### config.mk
export PLATFORM = sky130hd
export DESIGN_NAME = rvs192_local_bp
export DESIGN_NICKNAME = d
export VERILOG_FILES = /design/src/rtl/rvs192_local_bp.sv
export SDC_FILE = /design/constraint.sdc
export NUM_CORES = 2
export LEC_CHECK = 0
export ABC_CLOCK_PERIOD_IN_PS = 7000
export CORE_MARGIN = 8
export CORE_UTILIZATION = 25
export DETAILED_ROUTE_END_ITERATION = 6
export MAX_ROUTING_LAYER = met4
export PLACE_DENSITY_LB_ADDON = 0.08
export SLEW_MARGIN = 10
export SYNTH_ARGS = -nofsm -noshare
export SYNTH_HDL_FRONTEND = slang
export SYNTH_SLANG_ARGS = --single-unit
### constraint.sdc
create_clock -name clk -period 7 [get_ports clk]
set_input_delay 1.4 -clock clk [delete_from_list [all_inputs] [get_ports clk]]
set_output_delay 1.4 -clock clk [all_outputs]
set_load 0.05 [all_outputs]
### src/rtl/rvs192_local_bp.sv
// Local-history branch predictor: per-PC history table indexing a shared 2-bit
// counter PHT, plus a direct-mapped BTB and saturating branch/mispredict counters.
module rvs192_local_bp #(
  parameter int unsigned PC_LENGTH            = 32,
  parameter int unsigned LOCAL_HISTORY_LENGTH = 4,
  parameter int unsigned LHT_ENTRIES          = 64,
  parameter int unsigned BTB_ENTRIES          = 16
) (
  input  logic                              clk,
  input  logic                              rst_n,
  input  logic [PC_LENGTH-1:0]              fetch_pc,
  output logic [LOCAL_HISTORY_LENGTH+2:0]   br_check,
  output logic [PC_LENGTH-1:0]              pred_pc,
  input  logic [LOCAL_HISTORY_LENGTH+4:0]   br_update,
  input  logic [PC_LENGTH-1:0]              update_pc,
  input  logic [PC_LENGTH-1:0]              update_target,
  output logic [31:0]                       branch_cnt,
  output logic [31:0]                       mispredict_cnt
);

  localparam int unsigned L      = LOCAL_HISTORY_LENGTH;
  localparam int unsigned PHT_N  = 1 << L;
  localparam int unsigned LHT_IW = $clog2(LHT_ENTRIES);
  localparam int unsigned BTB_IW = $clog2(BTB_ENTRIES);
  localparam int unsigned TAG_W  = PC_LENGTH - BTB_IW - 2;

  logic [L-1:0]           r_lht     [LHT_ENTRIES];
  logic [1:0]             r_pht     [PHT_N];
  logic [BTB_ENTRIES-1:0] r_btb_vld;
  logic [TAG_W-1:0]       r_btb_tag [BTB_ENTRIES];
  logic [PC_LENGTH-1:0]   r_btb_tgt [BTB_ENTRIES];
  logic [31:0]            r_branch_cnt;
  logic [31:0]            r_mispredict_cnt;
  logic                   r_upd_en;

  logic [LHT_IW-1:0]    w_f_lht_idx;
  logic [BTB_IW-1:0]    w_f_btb_idx;
  logic [TAG_W-1:0]     w_f_tag;
  logic [L-1:0]         w_lbhr;
  logic [1:0]           w_predict;
  logic                 w_btb_hit;
  logic                 w_take;

  logic [1:0]           w_pred_upd;
  logic [L-1:0]         w_lbhr_old;
  logic                 w_update;
  logic                 w_wrong;
  logic                 w_actual;
  logic                 w_upd;
  logic [LHT_IW-1:0]    w_u_lht_idx;
  logic [BTB_IW-1:0]    w_u_btb_idx;
  logic [TAG_W-1:0]     w_u_tag;
  logic [1:0]           w_pht_new;

  // Lookup path
  always_comb begin
    w_f_lht_idx = fetch_pc[LHT_IW+1:2];
    w_f_btb_idx = fetch_pc[BTB_IW+1:2];
    w_f_tag     = fetch_pc[PC_LENGTH-1:BTB_IW+2];
    w_lbhr      = r_lht[w_f_lht_idx];
    w_predict   = r_pht[w_lbhr];
    w_btb_hit   = r_btb_vld[w_f_btb_idx] && (r_btb_tag[w_f_btb_idx] == w_f_tag);
    w_take      = w_btb_hit && w_predict[1];
    pred_pc     = w_take ? r_btb_tgt[w_f_btb_idx] : fetch_pc + PC_LENGTH'(4);
    br_check    = {w_predict, w_lbhr, w_take};
  end

  // Training path decode
  always_comb begin
    {w_pred_upd, w_lbhr_old, w_update, w_wrong, w_actual} = br_update;
    w_upd       = w_update && r_upd_en;
    w_u_lht_idx = update_pc[LHT_IW+1:2];
    w_u_btb_idx = update_pc[BTB_IW+1:2];
    w_u_tag     = update_pc[PC_LENGTH-1:BTB_IW+2];
    w_pht_new   = w_pred_upd;
    if (w_actual) begin
      if (w_pred_upd != 2'b11) w_pht_new = w_pred_upd + 2'd1;
    end else begin
      if (w_pred_upd != 2'b00) w_pht_new = w_pred_upd - 2'd1;
    end
  end

  // Updates are held off for the first edge after reset release
  always_ff @(posedge clk or negedge rst_n) begin
    if (!rst_n) r_upd_en <= 1'b0;
    else        r_upd_en <= 1'b1;
  end

  always_ff @(posedge clk or negedge rst_n) begin
    if (!rst_n) begin
      for (int unsigned i = 0; i < LHT_ENTRIES; i++) r_lht[i] <= '0;
      for (int unsigned i = 0; i < PHT_N; i++)       r_pht[i] <= 2'b01;
      r_btb_vld <= '0;
    end else if (w_upd) begin
      r_lht[w_u_lht_idx] <= {w_lbhr_old[L-2:0], w_actual};
      r_pht[w_lbhr_old]  <= w_pht_new;
      if (w_actual) r_btb_vld[w_u_btb_idx] <= 1'b1;
    end
  end

  // Tag/target storage is qualified by the valid bits, so it needs no reset
  always_ff @(posedge clk) begin
    if (w_upd && w_actual) begin
      r_btb_tag[w_u_btb_idx] <= w_u_tag;
      r_btb_tgt[w_u_btb_idx] <= update_target;
    end
  end

  always_ff @(posedge clk or negedge rst_n) begin
    if (!rst_n) begin
      r_branch_cnt     <= '0;
      r_mispredict_cnt <= '0;
    end else if (w_upd) begin
      if (r_branch_cnt != '1) r_branch_cnt <= r_branch_cnt + 32'd1;
      if (w_wrong && (r_mispredict_cnt != '1))
        r_mispredict_cnt <= r_mispredict_cnt + 32'd1;
    end
  end

  assign branch_cnt     = r_branch_cnt;
  assign mispredict_cnt = r_mispredict_cnt;

endmodule

[Word-level counts from Yosys, hierarchy flattened]
Memory sizes are Yosys's and may differ from the RTL's.
Cells that the tools add are included.
Cells by class
  bitwise gates (word level): 5
  $lt $le $gt $ge: 9
  $add $sub $neg: 5
  muxes and demuxes: 22
  reduce and logical (&&, ||, !) cells: 12
  eq/ne operators: 4
Operators with widths (number)
  256-bit bitwise mux: 1
  32-bit by 1-bit adder with 32-bit output, second input constant: 2
  32-bit inequality test, second input constant: 2
  32-bit by 3-bit adder with 32-bit output, second input constant: 1
  32-bit bitwise mux: 1
  32-bit 2-to-1 mux: 1
  26-bit equality test: 1
  4-bit binary-select mux with 6-bit select: 1
  4-bit demux with 6-bit select: 1
  16-bit bitwise OR: 1
  7-bit >= comparator, second input constant: 2
  6-bit NOT with 7-bit output: 2
  2-bit 2-to-1 mux: 6
  4-bit 2-to-1 mux: 3
  5-bit >= comparator, second input constant: 2
  4-bit by 5-bit < comparator with 1-bit output, second input constant: 2
  4-bit NOT with 5-bit output: 2
  2-bit binary-select mux with 4-bit select: 1
  2-bit demux with 4-bit select: 1
  1-bit logical AND: 8
  7-bit by 1-bit < comparator with 1-bit output, second input constant: 1
  2-bit AND reduction: 3
  5-bit by 1-bit < comparator with 1-bit output, second input constant: 1
  1-bit binary-select mux with 4-bit select: 1
  other kinds (7): 10
Word-level totals
  bits of input ports: 107
  bits in writable memories: 928
  memories kept: 2
  register bits after elaboration: 369
  logic and storage cells: 143
  output and inout bits: 103
Memory list
  r_btb_tgt: words 16, bits a word 32, read ports 1, clocked after memory_dff 0, write ports 1, RTL line 31  | logic [PC_LENGTH-1:0] r_btb_tgt [BTB_ENTRIES];
  r_btb_tag: words 16, bits a word 26, read ports 1, clocked after memory_dff 0, write ports 1, RTL line 30  | logic [TAG_W-1:0] r_btb_tag [BTB_ENTRIES];

[Logic depth before layout (Yosys ltp)]
  depth in word-level cells: 10
  gate-level depth with buffers: 16
  gate-level depth less buffers: 9

[Worst setup path before layout]
Ideal clock, no wire load.
  path type: input to output
  start: input fetch_pc[4]
  end: output br_check[0]
  stages on the path: 13
  buffers on the path: 4
  path slack: 0.525 ns
  arrival time: 5.075 ns
  required time: 5.600 ns
  cell sequence: buf_2 -> and2_0 -> clkbuf_1 -> a221oi_1 -> o21ai_1 -> a311o_1 -> o21ai_2 -> buf_2 -> a221oi_1 -> or4_1 -> mux2i_1 -> and3_1 -> buf_4
On the way
  longest elaborated chain between the ends: 9
  elaborated cells between the ends (all ways): 14
  those cells by class: eq/ne: 1; mux: 8; bitwise: 2; reduce/logical: 2; memory: 1
Ends and longest elaborated chain
  start: declaration: RTL line 11  | input logic [PC_LENGTH-1:0] fetch_pc,
  6-bit NOT with 7-bit output (not written as such): RTL line 60  | w_lbhr = r_lht[w_f_lht_idx];
  4-bit binary-select mux with 6-bit select: RTL line 60
  4-bit 2-to-1 mux (not written as such) (2 in a row): RTL line 60
  named net br_check[1]: RTL line 12  | output logic [LOCAL_HISTORY_LENGTH+2:0] br_check,
  4-bit NOT with 5-bit output (not written as such): RTL line 61  | w_predict = r_pht[w_lbhr];
  2-bit binary-select mux with 4-bit select: RTL line 61
  2-bit 2-to-1 mux (not written as such) (2 in a row): RTL line 61
  named net br_check[6]: RTL line 12
  1-bit logical AND: RTL line 63  | w_take = w_btb_hit && w_predict[1];
  end: declaration: RTL line 12
The timed path passes the listed nets, and every way through them passes these cells. The select of a mux whose other input is x is not followed.

[Final worst setup path]
  start: input fetch_pc[6]
  end: output pred_pc[30]
On the way
  longest elaborated chain between the ends: 10
  elaborated cells between the ends (all ways): 13
  those cells by class: add/sub: 1; eq/ne: 1; mux: 7; bitwise: 2; reduce/logical: 2
Ends and longest elaborated chain
  6-bit NOT with 7-bit output (not written as such): RTL line 60
  4-bit binary-select mux with 6-bit select: RTL line 60
  4-bit 2-to-1 mux (not written as such) (2 in a row): RTL line 60
  4-bit NOT with 5-bit output (not written as such): RTL line 61
  2-bit binary-select mux with 4-bit select: RTL line 61
  2-bit 2-to-1 mux (not written as such) (2 in a row): RTL line 61
  1-bit logical AND: RTL line 63
  32-bit 2-to-1 mux (*): RTL line 64  | pred_pc = w_take ? r_btb_tgt[w_f_btb_idx] : fetch_pc + PC_LENGTH'(4);
  end: declaration: RTL line 13  | output logic [PC_LENGTH-1:0] pred_pc,
Mark *: on every way between the ends. The rest lies on a longest branch, timed or not. The select of a mux whose other input is x is not followed.

==> key figures <==
Layout
  • Layout cells sized above 1: 32.1%
  • Commonest non-fill, non-tap cell in the layout: edfxtp_1
  • Nets: 3411
  • Finished Core Util: between 30% and 40%
  • Final instance count without filler cells: 6292
  • Area delta synth->final: 21.5%
  • Most frequent cells in the layout: edfxtp_1, dfrtp_1, mux2_2

Logic synthesis
  • Warnings from Yosys: 0
  • Post-synthesis cell count: 2933
  • Register bit total from synthesis: 1297
  • Synth unique cells: 89
  • Async set-reset flop share out of synthesis: 28.5%
  • Sequential-to-total area share from yosys stat: 68.1%
  • Syn_nets: 3043
  • Post-synth top flop: edfxtp_1
  • Syn_area_per_cell: 18.6 um2
  • Mapped Area: 54500 um2
  • EDFF count, synth: 928

Global route
  • First-pass GRT wire length: 251 mm
  • GRT overflow: 0
  • Initial antenna violation count: 29
  • Tot GR Track Use: 15.6%
  • Vias in the first global route: ~32000
  • Largest net degree at the start of global routing: 147

Drt
  • DRT Wirelength: 179 mm
  • Remaining DRCs: 0
  • Vias: 29300
  • Post-route ant nets: 0
  • Via/cell ratio: approximately 4.7
  • Drt first pass iters: 5
  • DRT iter0 DRCs: between 2000 and 2500
  • Drt wl/cell: 28.4 um

Critical path
  • Crit path from: fetch_pc[6]
  • Critical path class: input port to output port
  • Slowest cell on the critical path: or4_4
  • WP data arrival: 5500 ps
  • Worst Reg-to-Reg Cells: 9
  • CP Depth: 15
  • Critical path's largest stage delay: roughly 630 ps
  • R2R Setup Slk: 3930 ps
  • Critical Path Sink: pred_pc[30]
  • Required arrival time at the worst endpoint: 5600 ps
  • Critical path buffers and inverters: 6
  • CP cell instances: clkdlybuf4s50_1 > buf_8 > nor2b_1 > a22o_1 > nor4_1 > o32ai_2 > buf_4 > o21ai_2 > a222oi_1 > or4_4 > buf_4 > o22a_4 > buf_12 > mux2_4 > buf_12
  • Worst-path fanout max: 19
  • Reg2reg start: mispredict_cnt[6]$_DFFE_PN0P_
  • Critical path's top delay family: buffers and inverters
  • Reg2reg end: mispredict_cnt[23]$_DFFE_PN0P_
  • Endpoint class of the critical path: output port
  • Startpoint Class: input port

Floorplanning
  • Die Footprint: around 230000 um2
  • Row count: 171
  • Num ports: 210
  • Initial Util: about 25%
  • Die height: roughly 480 um
  • Die extent in x: 483 um
  • Core Area: 217000 um2

Timing
  • Worst relative slew slack: 31.2%
  • Final setup violation count: 0
  • Max Clk Rate: 0.145 GHz
  • PnR worst setup slack: ~100 ps
  • RSZ-0062 raised after global routing: false
  • Post-route clock period utilization: a little over nine tenths
  • Worst-margin pin slew: 1030 ps
  • Final critical-path required period: a little under 7000 ps
  • Final slew viol count: 0
  • Post-Route Skew: between 40 and 50 ps
  • Final hold viol count: 0

Clock tree
  • # hold bufs at CTS: 0
  • Reg clk slew, reported paths: 60 ps
  • CTS root buf: clkbuf_16
  • Sink Count: 1297
  • CTS tree: done
  • Cts bufs inserted: 152
  • Clock Path Buffers: 3
  • Worst-skew pair later-pin latency: 800 ps
  • H-tree depth: 4

Outcome
  • Status: completed

Place
  • DP HPWL: about 110 mm
  • Input/output buffers: roughly 210
  • DP Worst Slack: -97.3 ps
  • GPL Wtd Cong: 0.782
  • Placed cells: 6000

Hold path
  • Hold path startpoint: r_btb_vld[11]$_DFFE_PN0P_
  • Min-delay worst type: register to register
  • Hold Path Stages: 1

Power and ir drop
  • Total Power: 17.9 mW
  • Maximum vdd drop: 256 uV
  • P per Cell Area: 271 nW/um2
  • Leak: 23.7 nW

Run
  • Max-cap violations: 0
==> cell usage after synthesis, types with 11 or more instances <==
master    instances  area, um2
a22oi_1          18        135
and2_1           23        144
and3_1           20        125
and4_1           12        105
buf_1            12       45.0
buf_2            25        125
buf_4            19        143
buf_6            22        248
clkbuf_1         63        236
dfrtp_1         353       8830
dfstp_2          16        420
edfxtp_1        928      27900
inv_1            17       63.8
mux2_2          299       3370
mux2_4           30        450
mux2i_1         102       1020
mux4_1           29        762
mux4_2          277       6240
nand2_1         101        379
nand3_1          42        210
nand4_1          24        150
nor2_1          139        522
nor3_1           23        115
o21ai_0          11       55.1
or2_2            21        131
xnor2_1          73        639
xor2_1           39        342
==> power by group <==
group          total, mW  internal, mW  switching [mW]
Sequential          8.62          8.49           0.133
Combinational       1.63         0.701           0.931
Clock               7.69          4.43            3.26
==> layout make-up <==
| type | count | area (um2) |
|---|---|---|
| fillers | 21200 | 151000 |
| flip-flops and latches | 1297 | 37100 |
| multi-input cells | 1460 | 16400 |
| repair buffers | 371 | 4220 |
| clock buffers | 189 | 3990 |
| well taps | 2854 | 3570 |
| clock inverters | 85 | 777 |
| inverters | 19 | 76.3 |
| diodes | 17 | 42.5 |
==> registers in the layout, indices dropped and copies added, names as in the netlist <==
register / count
branch_cnt: 32
r_lht: 256
r_btb_vld: 16
mispredict_cnt: 32
r_pht: 32
r_upd_en: 1
r_btb_tag: 416
r_btb_tgt: 512
==> stage by stage <==
| stage | instance area [um2] | hold slack (ps) | setup TNS, ps |
|---|---|---|---|
| after detailed placement | 61400 | 449 | -2300 |
| after global placement | 61400 | 446 | -4070 |
| after CTS | 66200 | 466 | 0 |
| after global routing | 66200 | 481 | 0 |
| final | 66200 | 462 | 0 |
| after floorplan | 54500 | 434 | 0 |
==> metal layers <==
layer	vias up	track usage, %	share of wire (%)
li1	12500	-	-
met3	228	2.97	4.3
met2	690	25.7	49
met5	-	-	0
met4	0	3.41	2.1
met1	15900	20.1	45
==> cell families (layout without fill, tap and decap cells) <==
logic type | count (synthesis) | in the layout | share of synthesized area, %
mux | 737 | 737 | 21.7
fa+ha+maj | 5 | 5 | 0.106
simple gates | 474 | 474 | 4.37
other cells | 1 | 18 | 0.00688
flops | 1297 | 1297 | 68.1
compound gates | 131 | 131 | 1.92
buf+inv | 176 | 664 | 2.00
xor+xnor | 112 | 112 | 1.80
==> what timing repair did <==
action | in CTS | in global routing
endpoints found under the setup margin | 32 | 32
buffers inserted | 0 | 0
resized for setup | 2 | 10
==> how the worst min path moves through the flow <==
stage                                end  slack, ps
3_3_place_gp    r_btb_vld[6]$_DFFE_PN0P_        450
6_report       r_btb_vld[11]$_DFFE_PN0P_        460
5_1_grt         r_btb_vld[3]$_DFFE_PN0P_        480
2_1_floorplan  r_btb_vld[10]$_DFFE_PN0P_        430
3_5_place_dp   r_btb_vld[12]$_DFFE_PN0P_        450
4_1_cts        r_btb_vld[11]$_DFFE_PN0P_        470
Note: power is estimated with default switching activity, not from simulation.
